<file path="config.mk">
export PLATFORM = sky130hd
export DESIGN_NAME = ahb_arbiter
export DESIGN_NICKNAME = d
export VERILOG_FILES = /design/src/rtl/ahb_arbiter.sv
export SDC_FILE = /design/constraint.sdc
export NUM_CORES = 1
export LEC_CHECK = 0
export ABC_CLOCK_PERIOD_IN_PS = 1900
export BUFFER_PORTS_ARGS = -buffer_cell sky130_fd_sc_hd__buf_2
export CAP_MARGIN = 20
export CORE_MARGIN = 8
export CORE_UTILIZATION = 35
export CTS_CLUSTER_DIAMETER = 40
export CTS_CLUSTER_SIZE = 28
export DETAILED_ROUTE_END_ITERATION = 12
export GPL_ROUTABILITY_DRIVEN = 0
export HOLD_SLACK_MARGIN = 0.1
export SETUP_SLACK_MARGIN = 0.02
export SLEW_MARGIN = 10
export SYNTH_ARGS = -nofsm -noshare
export SYNTH_HDL_FRONTEND = slang
export SYNTH_SLANG_ARGS = --single-unit
</file>
<file path="constraint.sdc">
create_clock -name HCLK -period 1.9 [get_ports HCLK]
set_input_delay 0.19 -clock HCLK [delete_from_list [all_inputs] [get_ports HCLK]]
set_output_delay 0.19 -clock HCLK [all_outputs]
set_load 0.01 [all_outputs]
</file>
<file path="src/rtl/ahb_arbiter.sv">
// ahb_arbiter: round-robin AHB bus arbiter for up to eight masters.
// Ownership rotates only at burst boundaries (IDLE/NONSEQ edges). An owner
// may keep the bus for at most MAX_TENURE beats while others are waiting.
// With no requests, the bus is parked on DEFAULT_MASTER.
// Optional feature macro: AHB_ARB_LOCK_EN adds the LOCKED state, honours
// HLOCK, and drives HMASTLOCK. Without the macro, HLOCK is ignored and
// HMASTLOCK is 0.
module ahb_arbiter #(
    parameter int NUM_MASTERS    = 4,
    parameter int DEFAULT_MASTER = 0,
    parameter int MAX_TENURE     = 16
) (
    input  logic                   HCLK,
    input  logic                   HRESETn,
    input  logic [NUM_MASTERS-1:0] HBUSREQ,
    input  logic [NUM_MASTERS-1:0] HLOCK,
    input  logic [1:0]             HTRANS,
    input  logic                   HREADY,
    output logic [NUM_MASTERS-1:0] HGRANT,
    output logic [2:0]             HMASTER,
    output logic                   HMASTLOCK
);

    localparam int                     IDX_W        = (NUM_MASTERS > 1) ? $clog2(NUM_MASTERS) : 1;
    localparam logic [IDX_W-1:0]       DEF_IDX      = IDX_W'(DEFAULT_MASTER);
    localparam logic [NUM_MASTERS-1:0] DEF_OH       = NUM_MASTERS'(1) << DEFAULT_MASTER;
    localparam logic [7:0]             TENURE_LIMIT = 8'(MAX_TENURE);
    localparam logic [1:0]             HTRANS_IDLE   = 2'b00;
    localparam logic [1:0]             HTRANS_NONSEQ = 2'b10;

`ifdef AHB_ARB_LOCK_EN
    typedef enum logic [1:0] {ST_PARK, ST_OWN, ST_LOCKED} state_e;
`else
    typedef enum logic [1:0] {ST_PARK, ST_OWN} state_e;
`endif

    state_e                 state_q, state_d;
    logic [IDX_W-1:0]       grant_idx_q, grant_idx_d;
    logic [NUM_MASTERS-1:0] hgrant_q, hgrant_d;
    logic [IDX_W-1:0]       hmaster_q;
    logic                   hmastlock_q;
    logic [7:0]             tenure_cnt_q, tenure_cnt_d;

    logic [IDX_W-1:0]       sel_idx, cand_idx;
    logic                   sel_found;
    logic                   boundary, beat, own_req, others_req, any_req;
    logic                   tenure_hit, lock_cur, arb_point;

    // Qualifiers for the bus state seen at this edge
    assign boundary   = (HTRANS == HTRANS_IDLE) || (HTRANS == HTRANS_NONSEQ);
    assign beat       = HTRANS[1];
    assign own_req    = |(HBUSREQ & hgrant_q);
    assign others_req = |(HBUSREQ & ~hgrant_q);
    assign any_req    = |HBUSREQ;
    assign tenure_hit = (tenure_cnt_q >= TENURE_LIMIT);

`ifdef AHB_ARB_LOCK_EN
    assign lock_cur = HLOCK[grant_idx_q];
`else
    logic hlock_unused;
    assign hlock_unused = ^HLOCK;
    assign lock_cur     = 1'b0;
`endif

    // Round-robin search starting after the current owner; owner is checked last
    always_comb begin
        // NOTE: every variable written here gets a default first, so no latch is inferred.
        sel_idx   = DEF_IDX;
        sel_found = 1'b0;
        cand_idx  = '0;
        for (int k = 1; k <= NUM_MASTERS; k++) begin
            cand_idx = IDX_W'((int'(grant_idx_q) + k) % NUM_MASTERS);
            if (!sel_found && HBUSREQ[cand_idx]) begin
                sel_idx   = cand_idx;
                sel_found = 1'b1;
            end
        end
    end

    // Arbitration decision, next owner, next state and next tenure count
    always_comb begin
        state_d     = state_q;
        grant_idx_d = grant_idx_q;
        arb_point   = 1'b0;
        case (state_q)
            ST_PARK: arb_point = boundary;
            ST_OWN: begin
`ifdef AHB_ARB_LOCK_EN
                if (lock_cur)
                    state_d = ST_LOCKED;
                else
`endif
                    arb_point = boundary && (!own_req || (tenure_hit && others_req));
            end
`ifdef AHB_ARB_LOCK_EN
            ST_LOCKED: begin
                if (boundary && !lock_cur)
                    state_d = ST_OWN;
            end
`endif
            default: state_d = ST_PARK;
        endcase

        if (arb_point) begin
            grant_idx_d = sel_idx;
            state_d     = any_req ? ST_OWN : ST_PARK;
        end

        if (grant_idx_d != grant_idx_q)
            tenure_cnt_d = 8'd0;
        else if (beat && (tenure_cnt_q != 8'hFF))
            tenure_cnt_d = tenure_cnt_q + 8'd1;
        else
            tenure_cnt_d = tenure_cnt_q;

        hgrant_d              = '0;
        hgrant_d[grant_idx_d] = 1'b1;
    end

    // Registered FSM and outputs; everything freezes while HREADY is low
    always_ff @(posedge HCLK or negedge HRESETn) begin
        if (!HRESETn) begin
            state_q      <= ST_PARK;
            grant_idx_q  <= DEF_IDX;
            hgrant_q     <= DEF_OH;
            hmaster_q    <= DEF_IDX;
            hmastlock_q  <= 1'b0;
            tenure_cnt_q <= 8'd0;
        end else if (HREADY) begin
            // NOTE: non-blocking assignments so every register samples pre-edge values.
            state_q      <= state_d;
            grant_idx_q  <= grant_idx_d;
            hgrant_q     <= hgrant_d;
            hmaster_q    <= grant_idx_q;
            hmastlock_q  <= lock_cur;
            tenure_cnt_q <= tenure_cnt_d;
        end
    end

    assign HGRANT    = hgrant_q;
    assign HMASTER   = 3'(hmaster_q);
    assign HMASTLOCK = hmastlock_q;

endmodule

</file>
# Word level (Yosys, flattened, before mapping)
# Index checks and enable logic that the tools add are counted.
[totals]
ramBits = 0
latch_bits = 0
memories = 0
elab_cells = 71
mem_bits_ro = 0
reg_bits = 18
[classes]
n_reduce_logical = 22
bitwise_logic = 3
multipliers = 0
magnitude_cmp = 7
eq_ne = 5
n_mux = 24
n_shift = 0
div = 0
addsub = 5
[op_table]
columns = ["operator", "count"]
rows = [
  ["two-way mux 8 bit", 2],
  ["less-than comparator 2 x 3 -> 1 bit (second input constant)", 5],
  ["two-way mux 2 bit", 7],
  ["OR reduction 4 bit", 3],
  ["two-way mux 1 bit", 9],
  ["adder 8 x 1 -> 8 bit (second input constant)", 1],
  ["bitwise AND 4 bit", 2],
  ["binary-select mux 1 bit (select 2 bit)", 4],
  [">= comparator 8 x 5 -> 1 bit (second input constant)", 1],
  ["inequality test 8 bit (second input constant)", 1],
  ["logical AND 1 bit", 7],
  ["adder 2 x 1 -> 2 bit (second input constant)", 2],
  ["adder 2 bit (second input constant)", 2],
  ["logical NOT 1 bit", 4],
  ["logical NOT 2 bit", 2],
  ["inverter 4 bit", 1],
  ["AND reduction 2 bit", 2],
  ["demux 1 bit (select 2 bit)", 1],
  ["equality test 2 x 1 -> 1 bit (second input constant)", 1],
  ["equality test 2 bit (second input constant)", 1],
  [">= comparator 2 x 1 -> 1 bit (second input constant)", 1],
  ["logical OR 1 bit", 2],
  ["inequality test 2 x 1 -> 1 bit (second input constant)", 1],
  ["inequality test 2 bit", 1],
  ["3 further kinds", 3],
]

# Depth between registers and ports, before layout
# Gate-level depths: netlist (run 1).
[depth]
ltp_word = 18
mapped_depth = 8

# Least setup slack after synthesis (run 1)
# Ideal clock, no wire load.
[synth_timing]
kind = "register to register"
startpoint = "register tenure_cnt_q[7]"
endpoint = "register tenure_cnt_q[1]"
t_arrival_ns = 1.679
path_stages_with_launch = 7
period_less_slack_ns = 1.769
path_slack_ns = 0.131
setup_ns = 0.090
path_cell_list = "dfrtp_1 -> or4_4 -> o41ai_4 -> a31oi_4 -> and3_4 -> buf_6 -> o31ai_4"
[synth_via]
elab_chain_cells = 9
word_cells_on_any_way = 12
classes_between = "1 x order compare; 2 x eq/ne; 3 x mux; 6 x reduce/logical"
[synth_lines]
columns = ["item", "line", "source"]
rows = [
  ["start: declaration", "42", "logic [7:0] tenure_cnt_q, tenure_cnt_d;"],
  ["start signal: assignment", "136", "tenure_cnt_q <= tenure_cnt_d;"],
  [">= comparator 8 x 5 -> 1 bit", "55", "assign tenure_hit = (tenure_cnt_q >= TENURE_LIMIT);"],
  ["logical AND 1 bit", "93", "arb_point = boundary && (!own_req || (tenure_hit && others_req));"],
  ["logical OR 1 bit", "93", ""],
  ["logical AND 1 bit", "93", ""],
  ["one-hot mux 1 bit (2 select lines)", "85", "case (state_q)"],
  ["two-way mux 2 bit", "104", "if (arb_point) begin"],
  ["inequality test 2 bit", "109", "if (grant_idx_d != grant_idx_q)"],
  ["nonzero test 2 bit (no line)", "-", ""],
  ["AND reduction 2 bit (no line)", "-", ""],
]
# Parallel ways exist; a longest one is shown, timed or not.
# A chain may end at the register's enable or synchronous reset.

# Worst setup path after layout (run 1)
[layout_timing]
startpoint = "register hgrant_q[0] (netlist: HGRANT[0])"
endpoint = "register hgrant_q[1] (netlist: HGRANT[1])"
[layout_via]
elab_chain_cells = 12
word_cells_on_any_way = 16
classes_between = "2 x order compare; 4 x mux; 3 x bitwise; 7 x reduce/logical"
[layout_lines]
columns = ["item", "line", "source"]
rows = [
  ["start: declaration", "39", "logic [NUM_MASTERS-1:0] hgrant_q, hgrant_d;"],
  ["start signal: assignment", "133", "hgrant_q <= hgrant_d;"],
  ["inverter 4 bit", "53", "assign others_req = |(HBUSREQ & ~hgrant_q);"],
  ["bitwise AND 4 bit", "53", ""],
  ["OR reduction 4 bit", "53", ""],
  ["logical AND 1 bit", "93", ""],
  ["logical OR 1 bit *", "93", ""],
  ["logical AND 1 bit *", "93", ""],
  ["one-hot mux 1 bit (2 select lines) *", "85", ""],
  ["two-way mux 2 bit *", "104", ""],
  ["less-than comparator 2 x 3 -> 1 bit (implied by the code) / >= comparator 2 x 1 -> 1 bit (equally long branches)", "117", "hgrant_d[grant_idx_d] = 1'b1;"],
  ["logical AND 1 bit (implied by the code)", "117", ""],
  ["two-way mux 1 bit (implied by the code)", "117", ""],
  ["demux 1 bit (select 2 bit) *", "117", ""],
]
# Every way passes the cells marked *; elsewhere a longest branch is shown, timed or not.

==> reports/metrics.csv, run 1 <==
stage,metric,value,unit
outcome,outcome,"finished, final reports clean",
yosys,synth_compound_area_frac,0.245,
yosys,synth_xor_area_frac,0.0517,
yosys,synth-async-reset-ratio,1.00,
hold_path,hold_path_depth,2,
timing,hold_viol,0,
critical_path,cpMaxStageDelayCell,dfstp_2,
die,fp-row-count,21,
hold_path,hold_path_startpoint,HREADY,
timing,rsz0062_at_grt,true,
layout,final_core_util,0.405,
critical_path,critPathKind,flop to flop,
die,die_w,74.2,µm
yosys,ys_ff_latch,17,
critical_path,regToRegSetupSlack,0.04,ns
global_routing,busiest_layer,met2,
global_routing,met3_usage,0.0162,
critical_path,crit_chain,nor2b_4 > o41ai_4 > a31oi_4 > a21oi_2 > a311oi_4 > a22o_1,
global_routing,grt_usage,0.0914,
global_routing,grt_use_met1,0.117,
route,vias,897,
layout,area_growth_syn_to_layout,12.2,%
route,drc,0,
global_routing,grt_use_met2,0.152,
timing,fmax,0.538,GHz
global_routing,grt_first_pass_wirelength,3.97,mm
clocking,tritoncts,yes,
critical_path,cpPeakStageDelay,0.60,ns
route,via_per_inst,4.96,
clocking,cts_buffers,3,
power_and_ir_drop,vdd_drop_max,0.532,mV
critical_path,crit_start,HGRANT[0],
yosys,synth_top_cells_by_area,"dfrtp_1 (34%), nor2_1 (4.1%), buf_6 (3.8%), xnor2_1 (3.0%), a21oi_1 (2.5%)",
yosys,syn_area,1190,µm²
critical_path,startpoint_type,flop,
timing,finalCriticalPeriod,1.86,ns
timing,worst_clock_skew,0.00201,ns
yosys,ys_types,49,
global_routing,antenna_found_initial,0,
yosys,synth_top_family_by_area,compound AO/OA/AOI/OAI gates,
yosys,ys.flop_type,dfrtp_1,
critical_path,reg2reg_from,HGRANT[0],
clocking,root_buffer,clkbuf_4,
yosys,yosysTopAreaCell,dfrtp_1,
die,start_util,0.361,
critical_path,crit_path_end_kind,flop,
layout,finalInstanceArea,1330,µm²
clocking,h-tree-depth,1,
place,dp_hpwl,1.85,mm
route,ant_nets,0,
yosys,synth-edff-count,0,
critical_path,cp_max_fo,5,
hold_path,whs_endpoint,grant_idx_q[1],
yosys,yosysMostFrequentCell,dfrtp_1,
yosys,synth.top_cells.by_count,"dfrtp_1 (16), nor2_1 (13), nand2_1 (8)",
layout,layout-drive-gt1-share,0.333,
clocking,clock-sinks,17,
global_routing,grt_overflow,0,
place,io_buffers,14,
yosys,ys_warn_count,0,
timing,report.final.slew_viol_count,0,
critical_path,reg2regPathDepth,6,
die,core_area,3280,µm²
power_and_ir_drop,powerDensity,1090,nW/µm²
clocking,clock_latency,0.28,ns
clocking,clock_path_buffers,2,
hold_path,hold_path.class,primary input to flop,
global_routing,grt_pass1_vias,873,
power_and_ir_drop,power_leakage,0.608,nW
route,wl_per_cell,13.4,µm
timing,timing.final.crit_share,0.978,
critical_path,worstPathArrival,2.03,ns
yosys,synthSimpleGateAreaFrac,0.212,
yosys,yosysSeqAreaShare,0.360,
yosys,synthAdderAreaFrac,0.0211,
route,first_iter_violations,44,
yosys,synth_mux_area_frac,0.0190,
critical_path,worst-path-buf-inv,0,
critical_path,critical-path-top-delay-family,compound AO/OA/AOI/OAI gates,
run,drv_cap,0,
route,firstDrtPassIters,4,
yosys,netlist.area_leader.share,0.338,
critical_path,cp.required,2.07,ns
critical_path,reg2reg_to,HGRANT[1],
global_routing,grt_max_degree,18,
yosys,syn_area_per_cell,10.1,µm²
layout,antenna_cells,0,
die,ios,21,
timing,setup_viol,0,
route,wirelength,2.42,mm
clocking,clkTransAtPathRegs,0.09,ns
layout,fillers,345,
die,die_area,5510,µm²
die,die_h,74.2,µm
yosys,netlist_instances,117,
place,dpl_cell_area,1270,µm²
layout,finalNetCount,151,
-- worst reg2reg max path, stage by stage (launching register included) --
cell and delay [ns]:
dfstp_2 0.60, nor2b_4 0.06, o41ai_4 0.40, a31oi_4 0.19, a21oi_2 0.21, a311oi_4 0.08
a22o_1 0.22
-- cells in the final DEF, fill, tap and decap left out, types with 3 or more instances in the layout --
cell	instances
xor2_1	3
inv_1	6
nor2b_1	3
buf_2	14
clkbuf_4	3
nand2b_1	3
xnor2_1	4
dfrtp_1	16
a21oi_1	6
buf_4	8
nor2_1	13
nand2_1	8
-- timing repair --
item	in CTS	in global routing
resized for setup	0	0
endpoints found under the setup margin	0	4
hold endpoints to repair	16	0
buffers inserted	0	3
hold buffers	1	0
-- stage by stage --
stage | setup TNS [ns] | total power [W] | std cells | setup slack (ns) | hold WS [ns]
after floorplan | 0 | 0.00109 | 118 | 0.131 | -0.106
after global placement | 0 | 0.00124 | 173 | 0.0860 | 0.127
after detailed placement | 0 | 0.00127 | 173 | 0.0380 | 0.137
after CTS | 0 | 0.00146 | 178 | 0.0204 | 0.238
after global routing | -0.0819 | 0.00157 | 181 | -0.0428 | 0.257
final | 0 | 0.00145 | 181 | 0.0411 | 0.252
-- sequential cells by signal, indices dropped and copies added (netlist names) --
name          count
tenure_cnt_q      8
state_q           1
HGRANT            4
grant_idx_q       2
hmaster_q         2
-- cell families (layout without fill, tap and decap cells) --
group / after synthesis / count (layout)
AOI/OAI and AO/OA: 29 / 29
xor gates and xnor gates: 7 / 7
adders and majority gates: 2 / 2
buffers and inverters: 16 / 33
DFF: 17 / 17
muxes: 2 / 2
other: 1 / 2
and+or+nand+nor: 43 / 43
-- report_power, final --
part | switching (W) | total [W] | internal, W | leakage, nW
clock | 0.000106 | 0.000187 | 0.0000814 | 0.0150
combinational | 0.000348 | 0.000663 | 0.000314 | 0.376
sequential | 0.000122 | 0.000603 | 0.000481 | 0.217
-- final cells by class --
| cell class | count | area (µm²) | area share |
|---|---|---|---|
| clock buffers | 4 | 26.3 | 0.0197 |
| multi-input cells | 85 | 658 | 0.494 |
| flip-flops and latches | 17 | 427 | 0.320 |
| repair buffers | 23 | 140 | 0.105 |
| well taps | 46 | 57.6 | 0.0432 |
| inverters | 6 | 22.5 | 0.0169 |
-- routing by layer --
metal	part of all wire	routed length, µm	vias to the layer above
li1	-	-	440
met5	0	0	-
met2	0.48	1160	14
met3	0.049	119	2
met1	0.47	1130	441
met4	0.0037	9	0
-- worst max path at each step --
stage / slack (ns) / depth (start not counted) / end
finish: 0.04 / 6 / HGRANT[1]
global route: -0.04 / 6 / HGRANT[1]
CTS: 0.02 / 6 / HGRANT[1]
detailed placement: 0.04 / 6 / HGRANT[1]
global placement: 0.09 / 6 / HGRANT[3]
floorplan: 0.13 / 6 / tenure_cnt_q[1]
Power figures use the tool's default switching activity.
==> run 2: changes to the inputs <==
- CTS_BUF_LIST: default -> sky130_fd_sc_hd__clkbuf_4 sky130_fd_sc_hd__clkbuf_8
==> reports/metrics.csv, run 2 (synthesis results as in run 1) <==
stage,metric,value,unit
clocking,cts_buffers,3,
die,die_area,5510,µm²
place,dp.cells,173,
place,dpl_cell_area,1270,µm²
global_routing,grt_first_pass_wirelength,3.97,mm
layout,area_growth_syn_to_layout,12.6,%
layout,largest_register_ffs,8,
place,dp_hpwl,1.85,mm
die,die_w,74.2,µm
global_routing,grt_pass1_vias,876,
layout,finalInstanceArea,1340,µm²
hold_path,hold_path.class,primary input to flop,
route,firstDrtPassIters,4,
clocking,h-tree-depth,1,
layout,multiInputGateArea,658,µm²
layout,fin_cells,181,
layout,seq_area,427,µm²
critical_path,critPathKind,flop to flop,
critical_path,worstPathArrival,2.03,ns
timing,hold_viol,0,
route,wl_per_cell,13.4,µm
global_routing,antenna_found_initial,0,
critical_path,startpoint_type,flop,
clocking,cts_resized,0,
outcome,outcome,"finished, final reports clean",
timing,setup_tns,0,ns
power_and_ir_drop,vdd_drop_max,0.560,mV
route,ant_nets,0,
route,wirelength,2.43,mm
timing,finalCriticalPeriod,1.86,ns
clocking,clock-sinks,17,
route,drc,0,
power_and_ir_drop,powerDensity,1100,nW/µm²
clocking,tritoncts,yes,
layout,fillers,345,
layout,regMostFlops,tenure_cnt_q,
route,via_per_inst,4.92,
clocking,root_buffer,clkbuf_4,
die,ios,21,
timing,worst_clock_skew,0.00190,ns
critical_path,cp_max_fo,5,
timing,report.final.slew_viol_count,0,
die,start_util,0.361,
global_routing,grt_max_degree,18,
global_routing,grt_overflow,0,
layout,antenna_cells,0,
route,vias,890,
die,core_area,3280,µm²
layout,final_common_cell,dfrtp_1,
global_routing,grt_usage,0.0919,
route,first_iter_violations,50,
clocking,clock_latency,0.28,ns
timing,fmax,0.538,GHz
critical_path,cp.required,2.07,ns
clocking,clock_path_buffers,2,
timing,finalWorstSetupSlack,0.0418,ns
die,die_h,74.2,µm
critical_path,crit_path_end_kind,flop,
die,fp-row-count,21,
layout,layout-drive-gt1-share,0.341,
place,io_buffers,14,
layout,layout_common_cells,"dfrtp_1 (16), buf_2 (14), nor2_1 (13)",
timing,timing.final.crit_share,0.978,
run,drv_cap,0,
timing,worst_hold_slack,0.251,ns
power_and_ir_drop,power_leakage,0.611,nW
timing,setup_viol,0,
layout,finalNetCount,151,
timing,rsz0062_at_grt,true,
clocking,clkTransAtPathRegs,0.09,ns
place,dp_slack,0.0380,ns
==> run 2: what timing repair did <==
item | CTS | global route
setup buffers | 0 | 3
hold endpoints to repair | 16 | 0
hold buffers | 1 | 0
endpoints found under the setup margin | 0 | 4
==> run 2: final timing paths <==
kind / from / endpoint / slack [ns] / cells after the start
max: HGRANT[0] / HGRANT[1] / 0.04 / 6
min: HREADY / grant_idx_q[1] / 0.25 / 2
max reg2reg: HGRANT[0] / HGRANT[1] / 0.04 / 6
min reg2reg: hmaster_q[0] / hmaster_q[0] / 0.52 / 1
max in group asynchronous: HRESETn / HGRANT[0] / 1.24 / 2
min in group asynchronous: HRESETn / tenure_cnt_q[3] / 0.34 / 2
==> run 2: report_power, final <==
group          internal, W  switching (W)  total [W]
clock            0.0000957       0.000106   0.000201
sequential        0.000481       0.000121   0.000602
combinational     0.000314       0.000348   0.000662
total             0.000891       0.000575    0.00147
==> run 2: layout make-up <==
cell class / count / share of cell area
sequential: 17 / 0.320
clock buffer: 4 / 0.0225
inverter: 6 / 0.0169
tap: 46 / 0.0431
multi-input combinational: 85 / 0.493
timing repair buffer: 23 / 0.105
==> run 2: critical path, cell delays in order (launching register included) <==
cell      delay (ns)
dfstp_2         0.60
nor2b_4         0.06
o41ai_4         0.40
a31oi_4         0.19
a21oi_2         0.20
a311oi_4        0.08
a22o_1          0.22
==> run 2: per-stage QoR <==
step	utilization	power (W)
2_1_floorplan	-	0.00109
3_3_place_gp	0.387	0.00124
3_5_place_dp	0.387	0.00127
4_1_cts	0.400	0.00148
5_1_grt	0.406	0.00158
6_report	0.406	0.00147
==> run 2: metal layers <==
layer	track usage	vias up	routed length, µm
met1	0.116	435	1140
li1	-	439	-
met2	0.152	14	1160
met4	0.0326	0	9
met3	0.0162	2	119
met5	0	-	0
